File: src/rtl/dma_pkg.sv
// Shared definitions for the DMA descriptor processor: command FSM encoding
// and descriptor geometry used by fetch and status-update address math.
package dma_pkg;

    typedef enum logic [1:0] {
        ST_IDLE   = 2'd0,
        ST_RD_CMD = 2'd1,
        ST_WR_CMD = 2'd2
    } dma_state_t;

    localparam int DESC_WORDS = 7;
    localparam int DESC_BYTES = 28;

    // Encoding of the round-robin history bit
    localparam logic GNT_WR = 1'b0;
    localparam logic GNT_RD = 1'b1;

endpackage

File: src/rtl/dma_rr_arb2.sv
// Two-requester round-robin arbiter (read fetch vs. status write) with a
// single history bit; grants are combinational, history updates on take.
module dma_rr_arb2
    import dma_pkg::*;
(
    input  logic clk,
    input  logic reset_n,
    input  logic req_rd,
    input  logic req_wr,
    input  logic take,
    output logic gnt_rd,
    output logic gnt_wr
);

    logic last_grant;

    always_comb begin
        gnt_rd = 1'b0;
        gnt_wr = 1'b0;
        if (req_rd && req_wr) begin
            if (last_grant == GNT_RD) gnt_wr = 1'b1;
            else                      gnt_rd = 1'b1;
        end else begin
            gnt_rd = req_rd;
            gnt_wr = req_wr;
        end
    end

    // Reset pretends a read went last so the status FIFO drains first
    always_ff @(posedge clk or negedge reset_n) begin
        if (!reset_n) begin
            last_grant <= GNT_RD;
        end else if (take && (gnt_rd || gnt_wr)) begin
            last_grant <= gnt_rd ? GNT_RD : GNT_WR;
        end
    end

endmodule

File: src/rtl/dma_avmm_arbiter.sv
// Shares one Avalon-MM master between descriptor burst fetches and status
// write-backs; tracks outstanding read bursts and steers returned beats.
module dma_avmm_arbiter
    import dma_pkg::*;
#(
    parameter int MAX_BURSTS = 2,
    parameter int DESC_WORDS = dma_pkg::DESC_WORDS
) (
    input  logic        clk,
    input  logic        reset_n,
    input  logic        rd_req_i,
    input  logic [31:0] rd_addr_i,
    output logic        rd_wait_o,
    output logic [31:0] rd_data_o,
    output logic        rd_data_valid_o,
    output logic        rd_last_o,
    input  logic        wr_req_i,
    input  logic [31:0] wr_addr_i,
    input  logic [31:0] wr_data_i,
    input  logic [3:0]  wr_be_i,
    output logic        wr_wait_o,
    output logic [31:0] avm_address_o,
    output logic        avm_read_o,
    output logic        avm_write_o,
    output logic [31:0] avm_writedata_o,
    output logic [3:0]  avm_byteenable_o,
    output logic [3:0]  avm_burstcount_o,
    input  logic        avm_waitrequest_i,
    input  logic [31:0] avm_readdata_i,
    input  logic        avm_readdatavalid_i,
    output logic        busy_o,
    output logic        err_o
);

    dma_state_t  state;
    logic [2:0]  burst_cnt;
    logic [3:0]  beat_cnt;
    logic        gnt_rd, gnt_wr;
    logic        rd_elig, rd_accept, wr_accept;
    logic        beat_ok, beat_spur, beat_last;

    assign rd_elig   = rd_req_i && (burst_cnt < 3'(MAX_BURSTS));
    assign rd_accept = (state == ST_RD_CMD) && !avm_waitrequest_i;
    assign wr_accept = (state == ST_WR_CMD) && !avm_waitrequest_i;

    // Beats with nothing outstanding are dropped and flagged
    assign beat_ok   = avm_readdatavalid_i && (burst_cnt != 3'd0);
    assign beat_spur = avm_readdatavalid_i && (burst_cnt == 3'd0);
    assign beat_last = beat_ok && (beat_cnt == 4'(DESC_WORDS - 1));

    assign rd_wait_o = !rd_accept;
    assign wr_wait_o = !wr_accept;
    assign busy_o    = (state != ST_IDLE) || (burst_cnt != 3'd0);

    dma_rr_arb2 u_arb (
        .clk     (clk),
        .reset_n (reset_n),
        .req_rd  (rd_elig),
        .req_wr  (wr_req_i),
        .take    (state == ST_IDLE),
        .gnt_rd  (gnt_rd),
        .gnt_wr  (gnt_wr)
    );

    always_ff @(posedge clk or negedge reset_n) begin
        if (!reset_n) begin
            state            <= ST_IDLE;
            avm_address_o    <= 32'h0;
            avm_read_o       <= 1'b0;
            avm_write_o      <= 1'b0;
            avm_writedata_o  <= 32'h0;
            avm_byteenable_o <= 4'h0;
            avm_burstcount_o <= 4'h0;
        end else begin
            case (state)
                ST_IDLE: begin
                    if (gnt_wr) begin
                        state            <= ST_WR_CMD;
                        avm_write_o      <= 1'b1;
                        avm_address_o    <= wr_addr_i;
                        avm_writedata_o  <= wr_data_i;
                        avm_byteenable_o <= wr_be_i;
                        avm_burstcount_o <= 4'd1;
                    end else if (gnt_rd) begin
                        state            <= ST_RD_CMD;
                        avm_read_o       <= 1'b1;
                        avm_address_o    <= rd_addr_i;
                        avm_byteenable_o <= 4'hF;
                        avm_burstcount_o <= 4'(DESC_WORDS);
                    end
                end
                ST_RD_CMD, ST_WR_CMD: begin
                    if (!avm_waitrequest_i) begin
                        state       <= ST_IDLE;
                        avm_read_o  <= 1'b0;
                        avm_write_o <= 1'b0;
                    end
                end
                default: begin
                    state       <= ST_IDLE;
                    avm_read_o  <= 1'b0;
                    avm_write_o <= 1'b0;
                end
            endcase
        end
    end

    always_ff @(posedge clk or negedge reset_n) begin
        if (!reset_n) begin
            burst_cnt       <= 3'd0;
            beat_cnt        <= 4'd0;
            err_o           <= 1'b0;
            rd_data_o       <= 32'h0;
            rd_data_valid_o <= 1'b0;
            rd_last_o       <= 1'b0;
        end else begin
            case ({rd_accept, beat_last})
                2'b10:   burst_cnt <= burst_cnt + 3'd1;
                2'b01:   burst_cnt <= burst_cnt - 3'd1;
                default: burst_cnt <= burst_cnt;
            endcase
            if (beat_ok) begin
                beat_cnt  <= beat_last ? 4'd0 : beat_cnt + 4'd1;
                rd_data_o <= avm_readdata_i;
            end
            if (beat_spur) err_o <= 1'b1;
            rd_data_valid_o <= beat_ok;
            rd_last_o       <= beat_last;
        end
    end

endmodule

File: config.mk
export PLATFORM = sky130hd
export DESIGN_NAME = dma_avmm_arbiter
export DESIGN_NICKNAME = d
export VERILOG_FILES = /design/src/rtl/dma_pkg.sv /design/src/rtl/dma_rr_arb2.sv /design/src/rtl/dma_avmm_arbiter.sv
export SDC_FILE = /design/constraint.sdc
export NUM_CORES = 1
export LEC_CHECK = 0
export CORE_AREA = 4 4 113 115
export CTS_CLUSTER_SIZE = 40
export DETAILED_ROUTE_END_ITERATION = 10
export DIE_AREA = 0 0 117 119
export GPL_TIMING_DRIVEN = 0
export MAX_ROUTING_LAYER = met4
export PLACE_DENSITY = 0.87
export RECOVER_POWER = 100
export SLEW_MARGIN = 10
export SYNTH_ARGS = -nofsm -noshare
export SYNTH_HDL_FRONTEND = slang
export SYNTH_SLANG_ARGS = --single-unit
export TNS_END_PERCENT = 100
File: constraint.sdc
create_clock -name clk -period 3.6 [get_ports clk]
set_input_delay 0.72 -clock clk [delete_from_list [all_inputs] [get_ports clk]]
set_output_delay 0.72 -clock clk [all_outputs]
set_load 0.01 [all_outputs]
==> impl_metrics.csv, run 1 <==
group,metric,value,unit
sta,period_share,80.7,%
layout,multi_input_comb_area,1850,um2
route,routedWlPerCell,16.8,um
global_route,grtUsageTotal,22.9,%
floorplan,core.rowCount,40,
sta,setup_tns,0,ns
route,routed_wl,15.3,mm
route,drt_iter0_drc,265,
setup_path,cp_slowest_cell,"dlygate4sd3_1",
setup_path,critPathMaxFanout,10,
layout,stdcell_count,909,
global_route,grt_max_degree,97,
placed_design,dp_slack,0.806,ns
pwr,p_int,4.49,mW
run,maxCapViolCount,0,
sta,grt_setup_unrepaired,"false",
floorplan,die-area,13900,um2
setup_path,worstSetupStartpointType,"primary input",
setup_path,path_cells,"dlygate4sd3_1, or4b_1, clkbuf_1, nand3_1, clkbuf_1, buf_12, mux2_1",
sta,slew_headroom,14.1,%
cts,cts_tree,"built",
logic_synthesis,ys_ff_latch,117,
logic_synthesis,syn-num-nets,627,
pwr,p_sw_share,34.0,%
setup_path,crit_path_end_kind,"flop",
pwr,seq_power_share,34.0,%
floorplan,die_h,119,um
pwr,leakagePower,3.51,nW
logic_synthesis,synthDistinctLibCells,45,
floorplan,start_util,42.8,%
global_route,antenna_found_initial,0,
pwr,pwr-share-comb,42.7,%
route,num_vias,4673,
setup_path,r2r_cells,6,
floorplan,coreArea,11800,um2
floorplan,io_pins,250,
placed_design,port_buffers,247,
route,ant_nets,0,
global_route,grt_pass1_vias,5059,
layout,syn2layout_area_growth,62.5,%
setup_path,cpPeakStageDelay,0.57,ns
cts,path_clk_slew,0.05,ns
logic_synthesis,synthFlopType,"dfrtp_1",
setup_path,worst_ep_required_time,3.87,ns
sta,worst_pin_slew,1.29,ns
sta,hold_violations,0,
layout,regArea,2930,um2
placed_design,gp_congestion,0.875,
setup_path,critPathMostFrequentCell,"clkbuf_1",
route,drcViolationCount,0,
global_route,grt.overflow.total,0,
layout,drive_above_1_share,8.53,%
hold_path,worstHoldPathCells,2,
cts,clk_path_buf_depth,2,
sta,hold_slack,0.464,ns
setup_path,critPathArrivalTime,3.18,ns
placed_design,dp_cells,877,
cts,post_cts_resized,0,
cts,cts.sinks,117,
sta,setup_viol,0,
layout,final_util,69.5,%
logic_synthesis,netlist_instances,482,
layout,nNetsFinal,894,
layout,final_cell_mix,"clkdlybuf4s50_1 (133), dfrtp_1 (116), dlygate4sd3_1 (113)",
cts,cts_hold_buffers,0,
logic_synthesis,yosysWarningCount,0,
sta,setup_slack,0.696,ns
logic_synthesis,synth-edff-count,0,
hold_path,hold_path_class,"flop to flop",
cts,cts_inserted_buffers,17,
logic_synthesis,synthArstFlopShare,100,%
cts,insertion_delay,0.40,ns
pwr,cellPowerDensity,829,nW/um2
placed_design,hpwl,11.8,mm
global_route,grt_pass1_wl,24.2,mm
layout,fillers,894,
pwr,p_clk_share,23.3,%
cts,cts_setup_buffers,0,
pwr,switchingPower,2.31,mW
logic_synthesis,ys_seq_area_share,58.0,%
run_status,status,"complete, no violations",
setup_path,critPathKind,"primary input to flop",
logic_synthesis,syn_area_per_cell,10.5,um2
route,via_per_inst,5.14,
layout,final_common_cell,"clkdlybuf4s50_1",
floorplan,die_w,117,um
sta,min_period,2.90,ns
pwr,vdd_drop_max,0.413,mV
logic_synthesis,syn-cell-area,5050,um2
cts,htreeDepth,4,
cts,cts-root-buf,"clkbuf_16",
route,detail_route.first_pass.iterations,4,
sta,skew,0.00915,ns
layout,diodes,0,
sta,max_freq,344,MHz
sta,maxSlewViolCount,0,
-- metrics by stage --
| stage | instance area, um2 | total power, mW |
|---|---|---|
| finish | 8210 | 6.80 |
| floorplan | 5050 | 3.79 |
| global route | 8210 | 7.25 |
| detailed placement | 7740 | 5.58 |
| global placement | 7710 | 5.43 |
| CTS | 8300 | 7.20 |
-- registers in the layout, indices dropped and copies added (netlist names), 2 cells and up --
signal	cells
avm_byteenable_o	4
avm_writedata_o	32
state	2
beat_cnt	4
rd_data_o	32
avm_burstcount_o	2
avm_address_o	32
burst_cnt	3
-- worst paths after layout --
| check | slack (ns) | startpoint | end |
|---|---|---|---|
| setup / recovery | 0.70 | rd_req_i | avm_writedata_o[29] |
| hold / removal | 0.46 | rd_data_o[18] | rd_data_o[18] |
| setup reg to reg | 1.02 | burst_cnt[1] | avm_writedata_o[29] |
| hold reg to reg | 0.46 | rd_data_o[18] | rd_data_o[18] |
| max in group asynchronous | 1.06 | reset_n | avm_address_o[18] |
| min in group asynchronous | 0.54 | reset_n | avm_writedata_o[9] |
-- layout make-up --
class                      instances  area share (%)
buffer                            41            2.22
clock buffer                      22            5.53
clock inverter                    10            1.30
inverter                           8           0.366
multi-input combinational        316            22.5
sequential                       117            35.7
tap                              147            2.24
timing repair buffer             248            30.1
-- synth_stat cells (all sizes together), types with 2 or more instances --
cell,n,area share (%)
buf,16,2.4
o21ai,37,3.7
inv,7,0.52
mux2,32,7.4
o22a,6,1.0
ha,6,1.5
clkbuf,25,1.9
or3,2,0.25
xor2,2,0.35
nor3,34,3.4
dfrtp,116,57
nand2,101,7.5
o21a,3,0.45
nand3,34,3.6
nand2b,2,0.25
and2,3,0.37
o31ai,2,0.30
a31oi,32,4.0
a21o,2,0.30
-- cell families (layout without fill, tap and decap cells) --
group	after synthesis	in the layout	synth area share, %
other	1	1	0.0742
xor gates and xnor gates	3	3	0.520
adders and majority gates	7	7	1.88
and+or+nand+nor	186	186	17.0
AOI/OAI and AO/OA	87	87	10.4
muxes	32	32	7.35
buffers and inverters	49	329	4.80
DFF	117	117	58.0
-- worst max-delay path, delay by kind of cell --
kind                   cells  cell delay (ns)
buffers and inverters      4             1.48
AND/OR/NAND/NOR            2             0.64
multiplexers               1             0.34
-- power groups by stage --
stage / Combinational [mW] / Clock, mW / Sequential (mW)
2_1_floorplan: 1.20 / 0 / 2.59
3_3_place_gp: 3.12 / 0 / 2.32
3_5_place_dp: 3.22 / 0 / 2.36
4_1_cts: 3.24 / 1.62 / 2.35
5_1_grt: 3.17 / 1.69 / 2.39
6_report: 2.91 / 1.58 / 2.31
-- layer usage --
| metal | vias to the layer above | GRT usage, % | routed length, um |
|---|---|---|---|
| met4 | 0 | 8.32 | 413 |
| met1 | 2224 | 25.0 | 5970 |
| li1 | 2215 | - | - |
| met2 | 199 | 39.7 | 7880 |
| met5 | - | - | 0 |
| met3 | 35 | 6.10 | 1020 |
Power figures use the tool's default switching activity.
==> run 2: changes to the inputs <==
CORE_AREA = 4 4 117 119   (was 4 4 113 115)
DIE_AREA = 0 0 121 123   (was 0 0 117 119)
PLACE_DENSITY = 0.82   (was 0.87)
clock period = 2.82 ns   (was 3.6 ns; I/O delays follow)
==> run 2 against run 1 <==
Count of clock-buffer cells in the layout increased by 7. Worst setup slack got worse by 0.52 ns. Sequential power increased by 29%. First-iteration DRC count increased by 6.8%. Sequential share of layout area decreased by 0.21 points. Critical path depth decreased by 1. Cell count increased by 2.8%. Via count decreased by 0.96%. Die area increased by 6.9%. Non-clock buffer count unchanged. Sequential cell count unchanged. Critical path type unchanged. Critical endpoint is now avm_writedata_o[14]. Largest cell class unchanged.
==> impl_metrics.csv, run 2 (synthesis gave the netlist of run 1 again) <==
group,metric,value,unit
floorplan,start_util,40.2,%
cts,cts.sinks,117,
global_route,grt_pass1_wl,23.9,mm
layout,drive_above_1_share,8.80,%
sta,hold_violations,0,
sta,slew_headroom,8.77,%
pwr,leakagePower,3.52,nW
layout,multi_input_comb_area,1850,um2
layout,nNetsFinal,894,
layout,final_cell_mix,"clkdlybuf4s50_1 (135), dfrtp_1 (116), dlygate4sd3_1 (111)",
global_route,use_met1,23.6,%
route,drcViolationCount,0,
global_route,grt_pass1_vias,4854,
route,num_vias,4628,
placed_design,dp_cells,902,
sta,maxSlewViolCount,0,
route,detail_route.first_pass.iterations,4,
cts,cts-root-buf,"clkbuf_16",
cts,post_cts_resized,0,
global_route,grt_max_degree,62,
layout,fillers,996,
placed_design,placed_area,7770,um2
cts,cts_inserted_buffers,17,
pwr,p_int,5.79,mW
sta,period_share,93.7,%
global_route,gr-usage-met3,5.72,%
pwr,switchingPower,2.94,mW
pwr,p_clk_share,23.4,%
placed_design,port_buffers,247,
route,routed_wl,15.1,mm
setup_path,critPathKind,"primary input to flop",
floorplan,io_pins,250,
layout,stdcell_count,934,
floorplan,die-area,14900,um2
cts,htreeDepth,4,
setup_path,worst_ep_required_time,3.10,ns
cts,cts_hold_buffers,0,
pwr,seq_power_share,34.0,%
global_route,grt-busiest-layer,"met2",
placed_design,hpwl,11.6,mm
setup_path,critPathMaxFanout,10,
layout,syn2layout_area_growth,63.5,%
cts,path_clk_slew,0.05,ns
route,via_per_inst,4.96,
placed_design,gp_congestion,0.830,
route,ant_nets,0,
global_route,grt.overflow.total,0,
pwr,p_sw_share,33.7,%
floorplan,die_w,121,um
global_route,antenna_found_initial,1,
layout,fin_area,8260,um2
cts,insertion_delay,0.40,ns
hold_path,hold_path_class,"flop to flop",
pwr,cellPowerDensity,1060,nW/um2
sta,skew,0.00458,ns
floorplan,core.rowCount,41,
sta,setup_viol,0,
sta,min_period,2.64,ns
floorplan,die_h,123,um
floorplan,coreArea,12600,um2
pwr,vdd_drop_max,0.531,mV
pwr,total_power,8.73,mW
setup_path,critPathArrivalTime,2.92,ns
route,routedWlPerCell,16.2,um
sta,setup_tns,0,ns
cts,clk_path_buf_depth,2,
pwr,pwr-share-comb,42.6,%
sta,worst_pin_slew,1.37,ns
cts,cts_tree,"built",
layout,regArea,2930,um2
global_route,grt_util_met2,36.4,%
layout,final_common_cell,"clkdlybuf4s50_1",
route,drt_iter0_drc,283,
layout,reg.largest.list,"avm_address_o: 32 flops, avm_writedata_o: 32 flops, rd_data_o: 32 flops",
sta,hold_slack,0.447,ns
setup_path,worstSetupStartpointType,"primary input",
run,maxCapViolCount,0,
sta,grt_setup_unrepaired,"false",
sta,max_freq,379,MHz
run_status,status,"complete, no violations",
global_route,grtUsageTotal,21.2,%
cts,cts_setup_buffers,0,
setup_path,crit_path_end_kind,"flop",
==> run 2: cell count changes in the layout (fill, tap and decap cells not counted), sizes merged <==
cell / before / now
clkbuf: 54 / 61
clkinv: 8 / 1
clkdlybuf4s50: 133 / 135
dlygate4sd3: 113 / 111
bufinv: 2 / 1
diode: 0 / 1
==> run 2: stage by stage <==
| step | setup WS, ns | util [%] |
|---|---|---|
| after floorplan | 0.745 | - |
| after global placement | -3.15 | 61.6 |
| after detailed placement | 0.119 | 61.8 |
| after CTS | 0.319 | 66.3 |
| after global routing | 0.0804 | 65.7 |
| final | 0.178 | 65.7 |
==> run 2: critical path, cell delays in order <==
cell and delay [ns]:
dlygate4sd3_1 0.57, or4b_1 0.43, clkbuf_1 0.22, nand3_1 0.27
clkbuf_1 0.46, mux2_2 0.40
==> run 2: worst paths after layout <==
kind	from	end	slack [ns]	depth (start not counted)
max	rd_req_i	avm_writedata_o[14]	0.18	6
min	err_o	err_o	0.45	1
max reg2reg	burst_cnt[1]	avm_writedata_o[14]	0.34	5
min reg2reg	err_o	err_o	0.45	1
max in group asynchronous	reset_n	avm_address_o[15]	0.74	2
min in group asynchronous	reset_n	avm_writedata_o[19]	0.47	1
==> run 2: layer usage <==
layer,up-vias,share of wire [%]
met5,-,0
met4,0,1.9
met3,24,6.1
met2,175,53
met1,2219,39
li1,2210,-
==> run 2: layout make-up <==
class / instances / area share [%]
Inverter: 8 / 0.364
Sequential cell: 117 / 35.5
Clock buffer: 29 / 6.42
Timing Repair Buffer: 248 / 30.0
Antenna cell: 1 / 0.0303
Tap cell: 172 / 2.61
Multi-Input combinational cell: 316 / 22.5
Clock inverter: 2 / 0.454
Buffer: 41 / 2.24
==> run 2: power by group through the flow <==
stage / Clock [mW] / Combinational (mW) / Sequential [mW]
final: 2.04 / 3.72 / 2.97
after global routing: 2.18 / 4.04 / 3.07
after CTS: 2.09 / 4.13 / 3.01
after detailed placement: 0 / 4.11 / 3.02
after global placement: 0 / 4.00 / 2.97
after floorplan: 0 / 1.54 / 3.30
==> run 3: changes to the inputs <==
CAP_MARGIN = 20   (was not set)
SKIP_CTS_REPAIR_TIMING = 1   (was not set)
==> results of run 3 <==
Final layout, timing and power as in run 2 (identical DEF).
